===== src/rtl/gci_std_display_vram_writer_pkg.sv =====
// Shared definitions for the display VRAM write path.
package gci_std_display_parameter;

  localparam int PL_MEM_ADDR_N = 23;

  typedef enum logic [1:0] {
    L_ST_IDLE   = 2'd0,
    L_ST_REQ    = 2'd1,
    L_ST_WRITE  = 2'd2,
    L_ST_FINISH = 2'd3
  } t_wr_state;

endpackage


===== src/rtl/gci_std_display_sync_fifo.sv =====
// Single-clock FIFO with occupancy count; head reads as zero when empty.
module gci_std_display_sync_fifo #(
  parameter int P_N       = 55,
  parameter int P_DEPTH_N = 4
)(
  input  logic               iCLOCK,
  input  logic               inRESET,
  input  logic               iRESET_SYNC,
  input  logic               iWR_EN,
  input  logic [P_N-1:0]     iWR_DATA,
  output logic               oWR_FULL,
  input  logic               iRD_EN,
  output logic [P_N-1:0]     oRD_DATA,
  output logic               oRD_EMPTY,
  output logic [P_DEPTH_N:0] oCOUNT
);

  localparam logic [P_DEPTH_N:0] L_DEPTH = {1'b1, {P_DEPTH_N{1'b0}}};

  logic [P_N-1:0]       r_mem [0:(2**P_DEPTH_N)-1];
  logic [P_DEPTH_N-1:0] r_wp;
  logic [P_DEPTH_N-1:0] r_rp;
  logic [P_DEPTH_N:0]   r_cnt;
  logic                 w_push;
  logic                 w_pop;

  assign oWR_FULL  = (r_cnt == L_DEPTH);
  assign oRD_EMPTY = (r_cnt == '0);
  assign oCOUNT    = r_cnt;
  // A push while full is dropped even if a pop happens in the same cycle.
  assign w_push    = iWR_EN && !oWR_FULL;
  assign w_pop     = iRD_EN && !oRD_EMPTY;
  assign oRD_DATA  = oRD_EMPTY ? '0 : r_mem[r_rp];

  // Pointer and occupancy tracking; pointers wrap naturally at the depth.
  always_ff @(posedge iCLOCK or negedge inRESET) begin
    if (!inRESET) begin
      r_wp  <= '0;
      r_rp  <= '0;
      r_cnt <= '0;
    end else if (iRESET_SYNC) begin
      r_wp  <= '0;
      r_rp  <= '0;
      r_cnt <= '0;
    end else begin
      if (w_push) r_wp <= r_wp + 1'b1;
      if (w_pop)  r_rp <= r_rp + 1'b1;
      case ({w_push, w_pop})
        2'b10:   r_cnt <= r_cnt + 1'b1;
        2'b01:   r_cnt <= r_cnt - 1'b1;
        default: r_cnt <= r_cnt;
      endcase
    end
  end

  // Storage array; contents are don't-care until written, so no reset.
  always_ff @(posedge iCLOCK) begin
    if (w_push) r_mem[r_wp] <= iWR_DATA;
  end

endmodule


===== src/rtl/gci_std_display_vram_writer.sv =====
// Buffers pixel writes and drains them to the VRAM interface in bursts.
//
// state  | meaning
// IDLE   | nothing granted; request once the FIFO holds data
// REQ    | oIF_REQ high, waiting for iIF_ACK
// WRITE  | granted; one word per cycle unless stalled or preempted
// FINISH | one-cycle oIF_FINISH, grant released
module gci_std_display_vram_writer
  import gci_std_display_parameter::*;
#(
  parameter int P_MEM_ADDR_N   = PL_MEM_ADDR_N,
  parameter int P_FIFO_DEPTH_N = 4,
  parameter int P_BURST_MAX    = 8
)(
  input  logic                    iCLOCK,
  input  logic                    inRESET,
  input  logic                    iRESET_SYNC,
  input  logic                    iWR_REQ,
  output logic                    oWR_BUSY,
  input  logic [P_MEM_ADDR_N-1:0] iWR_ADDR,
  input  logic [31:0]             iWR_DATA,
  output logic                    oIF_REQ,
  input  logic                    iIF_ACK,
  output logic                    oIF_FINISH,
  input  logic                    iIF_BREAK,
  output logic                    oIF_ENA,
  input  logic                    iIF_BUSY,
  output logic                    oIF_RW,
  output logic [P_MEM_ADDR_N-1:0] oIF_ADDR,
  output logic [31:0]             oIF_DATA
);

  localparam int                   L_BURST_W = $clog2(P_BURST_MAX + 1);
  localparam logic [P_FIFO_DEPTH_N:0] L_ONE  = {{P_FIFO_DEPTH_N{1'b0}}, 1'b1};

  t_wr_state                   r_state;
  t_wr_state                   w_state_next;
  logic [L_BURST_W-1:0]        r_burst;
  logic [P_FIFO_DEPTH_N:0]     w_count;
  logic                        w_empty;
  logic                        w_push;
  logic                        w_ena;
  logic                        w_empty_next;
  logic                        w_burst_last;
  logic [P_MEM_ADDR_N+31:0]    w_head;

  gci_std_display_sync_fifo #(
    .P_N       (P_MEM_ADDR_N + 32),
    .P_DEPTH_N (P_FIFO_DEPTH_N)
  ) u_fifo (
    .iCLOCK      (iCLOCK),
    .inRESET     (inRESET),
    .iRESET_SYNC (iRESET_SYNC),
    .iWR_EN      (iWR_REQ),
    .iWR_DATA    ({iWR_ADDR, iWR_DATA}),
    .oWR_FULL    (oWR_BUSY),
    .iRD_EN      (w_ena),
    .oRD_DATA    (w_head),
    .oRD_EMPTY   (w_empty),
    .oCOUNT      (w_count)
  );

  assign w_push       = iWR_REQ && !oWR_BUSY;
  assign w_ena        = (r_state == L_ST_WRITE) && !w_empty && !iIF_BUSY && !iIF_BREAK;
  // Occupancy after this edge is zero; a same-cycle push keeps the burst alive.
  assign w_empty_next = !w_push && ((w_count == '0) || (w_count == L_ONE && w_ena));
  assign w_burst_last = w_ena && (r_burst == L_BURST_W'(P_BURST_MAX - 1));

  assign oIF_ENA    = w_ena;
  assign oIF_REQ    = (r_state == L_ST_REQ);
  assign oIF_FINISH = (r_state == L_ST_FINISH);
  assign oIF_RW     = 1'b1;
  assign oIF_ADDR   = w_head[P_MEM_ADDR_N+31:32];
  assign oIF_DATA   = w_head[31:0];

  // State register; any reset drops the grant silently.
  always_ff @(posedge iCLOCK or negedge inRESET) begin
    if (!inRESET)         r_state <= L_ST_IDLE;
    else if (iRESET_SYNC) r_state <= L_ST_IDLE;
    else                  r_state <= w_state_next;
  end

  // Next-state decode.
  always_comb begin
    w_state_next = r_state;
    case (r_state)
      L_ST_IDLE:   if (w_count != '0) w_state_next = L_ST_REQ;
      L_ST_REQ:    if (iIF_ACK) w_state_next = L_ST_WRITE;
      L_ST_WRITE:  if (iIF_BREAK || w_empty_next || w_burst_last) w_state_next = L_ST_FINISH;
      L_ST_FINISH: w_state_next = L_ST_IDLE;
      default:     w_state_next = L_ST_IDLE;
    endcase
  end

  // Words written in the current grant; restarted on every new grant.
  always_ff @(posedge iCLOCK or negedge inRESET) begin
    if (!inRESET)                               r_burst <= '0;
    else if (iRESET_SYNC)                       r_burst <= '0;
    else if (r_state == L_ST_REQ && iIF_ACK)    r_burst <= '0;
    else if (w_ena)                             r_burst <= r_burst + L_BURST_W'(1);
  end

endmodule

===== config.mk =====
export PLATFORM = sky130hd
export DESIGN_NAME = gci_std_display_vram_writer
export DESIGN_NICKNAME = d
export VERILOG_FILES = /design/src/rtl/gci_std_display_vram_writer_pkg.sv /design/src/rtl/gci_std_display_sync_fifo.sv /design/src/rtl/gci_std_display_vram_writer.sv
export SDC_FILE = /design/constraint.sdc
export NUM_CORES = 1
export LEC_CHECK = 0
export CAP_MARGIN = 0
export CORE_UTILIZATION = 45
export CTS_CLUSTER_DIAMETER = 100
export DETAILED_ROUTE_END_ITERATION = 10
export GPL_TIMING_DRIVEN = 0
export PLACE_DENSITY = 0.66
export SKIP_LAST_GASP = 1
export SYNTH_ARGS = -nofsm -noshare
export SYNTH_HDL_FRONTEND = slang
export SYNTH_HIERARCHICAL = 1
export SYNTH_SLANG_ARGS = --single-unit

===== constraint.sdc =====
create_clock -name iCLOCK -period 6.2 [get_ports iCLOCK]
set_input_delay 1.86 -clock iCLOCK [delete_from_list [all_inputs] [get_ports iCLOCK]]
set_output_delay 1.86 -clock iCLOCK [all_outputs]
set_load 0.02 [all_outputs]

# [Word level (Yosys, flattened, before mapping)]
# Memories as Yosys holds them, arrays and structs flattened.
# Index checks and enable logic that the tools add are counted.
[op_classes] n_reduce_logical=25 n_eq_ne=11 n_addsub=5 muxes=17
[ops] operator="2-to-1 mux 55 bit" count=1
[ops] operator="2-to-1 mux 4 bit" count=7
[ops] operator="adder 4 x 1 -> 4 bit (second input constant)" count=3
[ops] operator="one-hot mux 5 bit (2 select lines)" count=1
[ops] operator="logical AND 1 bit" count=9
[ops] operator="2-to-1 mux 2 bit" count=4
[ops] operator="one-hot mux 2 bit (4 select lines)" count=1
[ops] operator="== test 2 bit (second input constant)" count=3
[ops] operator="inequality test 3 x 2 -> 1 bit (second input constant)" count=2
[ops] operator="nonzero test 3 bit" count=2
[ops] operator="adder 5 x 1 -> 5 bit (second input constant)" count=1
[ops] operator="== test 5 x 1 -> 1 bit (second input constant)" count=1
[ops] operator="== test 5 bit (second input constant)" count=1
[ops] operator="logical NOT 1 bit" count=5
[ops] operator="logical NOT 5 bit" count=1
[ops] operator="2-to-1 mux 5 bit" count=1
[ops] operator="nonzero test 5 bit" count=1
[ops] operator="subtractor 5 x 1 -> 5 bit (second input constant)" count=1
[ops] operator="== test 2 x 1 -> 1 bit (second input constant)" count=2
[ops] operator="== test 4 x 3 -> 1 bit (second input constant)" count=1
[ops] operator="nonzero test 2 bit" count=2
[ops] operator="logical OR 1 bit" count=3
[ops] operator="inequality test 3 bit (second input constant)" count=1
[ops] operator="AND reduction 3 bit" count=1
[ops] operator="2 further kinds" count=3
[word_totals] ramBits=880 in_bits=62 ff_bits=19 memories=1 output_inout_bits=60
[memory_table] memory="u_fifo.r_mem" depth=16 width=55 read_ports=1 rd_clocked_by_memory_dff=0 write_ports=1 line_no="gci_std_display_sync_fifo.sv:20" text="logic [P_N-1:0] r_mem [0:(2**P_DEPTH_N)-1];"

# [Longest topological paths before layout]
[depth] depth_word=13 mapped_depth=16

# [By module]
# The synthesis kept the hierarchy.
[modules_own_cells] module="gci_std_display_sync_fifo" n_inst=1 area_per_inst_um2=34185.3 seq_area_each_um2=26750.7 cells_per_inst=1465
[modules_own_cells] module="gci_std_display_vram_writer" n_inst=1 area_per_inst_um2=444.2 seq_area_each_um2=150.1 cells_per_inst=45

# [Worst setup path before layout]
# Ideal clock, no wire load.
[synth_timing] kind="in2reg" startpoint="in iWR_REQ" endpoint="mem u_fifo.r_mem[7][0], enable pin" setup_time_ns=0.547 path_stages=4 t_required_ns=5.653 setup_slack_ns=-1.076 n_path_buf=1 t_arrival_ns=6.729 path_cell_list="clkbuf_1 > a21boi_1 > nand2_1 > nor3b_1"
[synth_via] elab_chain_cells=3
[synth_lines] item="start, declared" line_no="gci_std_display_vram_writer.sv:18" text="input logic iWR_REQ,"
[synth_lines] item="logical AND 1 bit" line_no="gci_std_display_sync_fifo.sv:31" text="assign w_push = iWR_EN && !oWR_FULL;"
[synth_lines] item="2-to-1 mux 1 bit" line_no="gci_std_display_sync_fifo.sv:58" text="if (w_push) r_mem[r_wp] <= iWR_DATA;"
[synth_lines] item="2-to-1 mux 1 bit (implied by the code)" line_no="gci_std_display_sync_fifo.sv:58"
[synth_lines] item="end, declared" line_no="gci_std_display_sync_fifo.sv:20"
# No other way between the ends.

# [Worst setup path after layout]
[layout_timing] startpoint="reg u_fifo.r_rp[3]" endpoint="out oIF_ADDR[6]"
[layout_via] elab_chain_cells=2
[layout_lines] item="start, declared" line_no="gci_std_display_sync_fifo.sv:22" text="logic [P_DEPTH_N-1:0] r_rp;"
[layout_lines] item="start signal, assigned" line_no="gci_std_display_sync_fifo.sv:47" text="if (w_pop) r_rp <= r_rp + 1'b1;"
[layout_lines] item="memory (16 x 55 bit)"
[layout_lines] item="2-to-1 mux 55 bit" line_no="gci_std_display_sync_fifo.sv:33" text="assign oRD_DATA = oRD_EMPTY ? '0 : r_mem[r_rp];"
[layout_lines] item="end, declared" line_no="gci_std_display_vram_writer.sv:29" text="output logic [P_MEM_ADDR_N-1:0] oIF_ADDR,"
# No other way between the ends.

==> summary.md <==
| Metric | Value |
|---|---|
| Result of the run | complete, no violations |
| Endpoint class of the critical path | output port |
| Netlist area before placement | 34,600 um^2 |
| Launch instance of the worst register-to-register path | u_fifo/oCOUNT[0] |
| Timing-limited maximum frequency | 0.164 GHz |
| Met1 WL | 31,100 um |
| Pwr/cell area | 320 nW/um^2 |
| Nets | 1,817 |
| Type of the setup path with the least slack | register to output port |
| Number of hold-slack violations in the final timing report | 0 |
| Distinct cell type count after synthesis | 51 |
| Met2 routed WL | 40,100 um |
| Maximum clock path buffer count | 3 |
| Detail-routed net length per standard cell | 27.3 um |
| First-pass detailed-route iteration total | 5 |
| Part of the Yosys area used for sequential elements | 77.7% |
| Share of total power in the clock network | 40.0% |
| Routed wire length | 77,600 um |
| Setup repair bufs after CTS | 0 |
| Tmin final | 6.10 ns |
| Pins over their slew limit | 0 |
| CTS tree | built |
| Die span in y | 279 um |
| CTS hold repair buffers | 0 |
| Post-Syn Instances | 1,510 |
| Post-synth top area share | 76.3% |
| Worst path most repeated cell | clkbuf_1 |
| Vias post-DR | 16,400 |
| Global router's overall resource usage | 20.3% |
| Setup repair after global routing missed its margin | no |
| Final clock period utilization by the worst path | 98.3% |
| Worst max-slew margin expressed relative to the limit | 27.2% |
| Main combinational cell family by area after synthesis | multiplexers |
| Overall power of the completed layout | 13.0 mW |
| Combinational Power Share | 7.5% |
| Depth of the worst hold-timing path | 2 |
| Largest voltage drop on the vdd net | 0.196 mV |
| Number of enable flip-flop cells after synthesis | 880 |
| Detail Route met3 WL | 4720 um |
| Placeable core region | 76,100 um^2 |
| Critical path buffers and inverters | 4 |
| Measured slew at the worst slew-check pin | 1.09 ns |
| Insertion delay of the later-clocked pin in the worst-skew pair | 0.64 ns |
| Layout Area Growth over Synthesis | 17.2% |
| First DRT Iteration DRCs | 1,626 |
| Top post-synthesis cells by area | edfxtp_1 76%, mux4_2 14%, mux2i_1 3.2% |
| Synthesized netlist net count | 1,585 |
| Detailed placer's ending HPWL | 45,000 um |
| Overall die area | 78,100 um^2 |
| Internal | 10.2 mW |
| Layout Skew | 0.0189 ns |
| Synthesized area per cell | 22.9 um^2 |
| Maximum fanout along the worst path | 10 |
| Global-route wire length before repair | 114,000 um |
| GRT overflow | 0 |
| Leakage power figure | 12.3 nW |
| Inserted Clock Buffers | 88 |
| Prevailing post-synth register cell | edfxtp_1 |
| Share of async-settable or async-resettable flops after synthesis | 2.11% |
| Die width | 279 um |
| Hold/Removal Path Class | register to register |
| Drt drc | 0 |
| Number of maximum-capacitance violations | 0 |
| Hold Path Origin | r_burst[3] |
| List of most frequent post-synthesis cells | 880 x edfxtp_1, 220 x mux4_2, 110 x mux2i_1 |
| Remaining antenna violation count | 0 |
| Port Buffer Count | 120 |
| Most common cell in the netlist | edfxtp_1 |
| Endpoint required time on the critical path | 4.34 ns |
| Filler cells | 5,791 |
| Final setup fails | 0 |
| GP Congestion | 0.749 |
| Max H-tree Level | 3 |
| Kind of launch point of the worst setup path | register |
| Number of global-route vias before repair | 17,100 |
| Total of warnings raised by yosys | 6 |
| Site Rows | 101 |
| Setup Total Neg Slack | 0 ns |
| Reg2reg path depth | 15 |
| Xor-xnor portion of the synthesized cell area | 0.278% |
| Sequential share of power | 52.4% |
| Number of stages on the worst setup path | 6 |
| Delay of the slowest cell on the worst path | 0.84 ns |
| Post-Synth Adder-Cell Area | 0.470% |
| Clock transition at the register clock pins on the worst setup and hold paths after CTS | 0.06 ns |
| Simple-gate share of the synthesized area | 1.21% |
| Mux share of post-synthesis cell area | 17.5% |
| Cell type contributing the most total cell area after synthesis | edfxtp_1 |
| Area of all sequential standard cells | 26,900 um^2 |
| IO Pins | 122 |
| Initial antenna violation count | 7 |
| Switching power summed over all nets | 2.81 mW |
| Sinks on Clock Net | 899 |
| # resized after CTS | 0 |
| Net Sw Frac | 21.6% |
| Worst-path cell chain | clkbuf_1 -> clkbuf_1 -> buf_1 -> mux2i_1 -> o22ai_1 -> clkdlybuf4s50_1 |
| Number of register bits inferred by synthesis | 899 |
| Highest metal used | met5 |
| Crit path max-delay cell type | buf_1 |
| Arrival time at the worst endpoint | 4.24 ns |
| Area of the multi-input gates | 7390 um^2 |
| Share of the synthesized area in compound gates (AO/OA/AOI/OAI) | 1.63% |
| Root Driver | clkbuf_16 |
| Critical path startpoint | u_fifo/r_rp[3] |
| Initial core utilization | 45.5% |
| CP delay by family, top | buffers and inverters |
| Ratio of routed vias to standard cells | 5.76 |
| Layout cell share with drive strength beyond 1 | 23.9% |
| Largest net degree at the start of global routing | 44 |
-- per-layer routing --
layer | GRT usage (%) | up-vias
met5 | 0 | -
met4 | 6.56 | 10
met3 | 3.33 | 123
met2 | 34.7 | 578
met1 | 26.7 | 8797
li1 | - | 6893
-- cells in the final DEF (no fill, tap or decap), types with 2 or more instances in the layout --
| cell type | netlist | final |
|---|---|---|
| edfxtp_1 | 880 | 880 |
| mux4_2 | 220 | 220 |
| clkdlybuf4s50_1 | 0 | 120 |
| mux2i_1 | 110 | 110 |
| clkbuf_16 | 0 | 92 |
| o22ai_1 | 55 | 55 |
| clkbuf_1 | 30 | 47 |
| buf_2 | 42 | 42 |
| clkinv_1 | 0 | 21 |
| dfrtp_1 | 19 | 19 |
| nor2_1 | 18 | 18 |
| buf_16 | 0 | 18 |
| nand2_1 | 17 | 17 |
| ha_1 | 13 | 13 |
| clkinv_2 | 0 | 13 |
| inv_1 | 11 | 11 |
| buf_1 | 11 | 11 |
| xor2_1 | 7 | 7 |
| bufinv_16 | 0 | 7 |
| and3_4 | 0 | 7 |
| a21oi_1 | 6 | 6 |
| o21ai_0 | 6 | 6 |
| xnor2_1 | 4 | 4 |
| inv_6 | 0 | 4 |
| clkinvlp_4 | 0 | 4 |
| and4_4 | 0 | 4 |
| nand3_1 | 4 | 4 |
| nand2b_1 | 4 | 4 |
| and2_4 | 0 | 3 |
| buf_8 | 0 | 3 |
| diode_2 | 0 | 2 |
| nand4_1 | 2 | 2 |
| or4_4 | 2 | 2 |
| a221oi_1 | 2 | 2 |
| or3_1 | 2 | 2 |
| a32o_1 | 2 | 2 |
| clkinv_8 | 0 | 2 |
| a211oi_1 | 2 | 2 |
-- worst min-delay path, delay by kind of cell (launching register included) --
kind	cells	cell delay (ns)
xor gates and xnor gates	1	0.07
DFF	1	0.36
and+or+nand+nor	1	0.07
-- state kept, by name, summed over array words and instances (netlist names) --
name / cells
u_fifo/oCOUNT: 5
u_fifo/r_wp: 4
r_burst: 4
u_fifo/r_rp: 4
r_state: 2
u_fifo/r_mem: 880
-- final cells by class --
cell class / instances / share of cell area (%)
timing repair buffer: 142 / 4.34
clock buffer: 109 / 5.83
tap: 1030 / 3.18
buffer: 84 / 0.916
clock inverter: 52 / 1.13
inverter: 11 / 0.102
multi-input combinational: 516 / 18.2
antenna: 2 / 0.0123
sequential: 899 / 66.3
-- power by group through the flow --
| stage | Combinational [mW] | Sequential [mW] | Clock (mW) |
|---|---|---|---|
| 2_1_floorplan | 0.478 | 6.92 | 0 |
| 3_3_place_gp | 0.953 | 6.93 | 0 |
| 3_5_place_dp | 0.989 | 6.93 | 0 |
| 4_1_cts | 0.994 | 6.80 | 5.30 |
| 5_1_grt | 1.04 | 6.80 | 5.53 |
| 6_report | 0.978 | 6.80 | 5.20 |
-- metrics by stage --
step	cell area (um^2)	std cells	setup slack [ns]	hold slack, ns	utilization (%)
3_5_place_dp	37800	2682	0.659	0.540	49.6
3_3_place_gp	37100	2660	-2.34	0.526	48.8
2_1_floorplan	34600	1510	0.867	0.506	-
5_1_grt	40600	2845	0.00167	0.583	53.4
6_report	40600	2845	0.105	0.542	53.4
4_1_cts	40600	2843	0.187	0.554	53.3
-- cells by family (layout without fill, tap and decap cells) --
family                   count (synthesis)  in the layout
other                                    1              3
flip-flops                             899            899
buffers and inverters                   95            398
multiplexers                           331            331
XOR/XNOR                                11             11
adder cells (fa/ha/maj)                 13             13
AO/OA/AOI/OAI                           85             85
AND/OR/NAND/NOR                         75             75
-- path summary, 6_finish.rpt --
kind / end / slack (ns)
min: r_burst[3] / 0.54
max reg2reg: u_fifo/oCOUNT[4] / 2.02
min reg2reg: r_burst[3] / 0.54
min in group asynchronous: u_fifo/r_wp[3] / 1.77
max: oIF_ADDR[6] / 0.10
max in group asynchronous: u_fifo/r_rp[1] / 3.81
No activity file was read; power rests on OpenSTA's default activity.
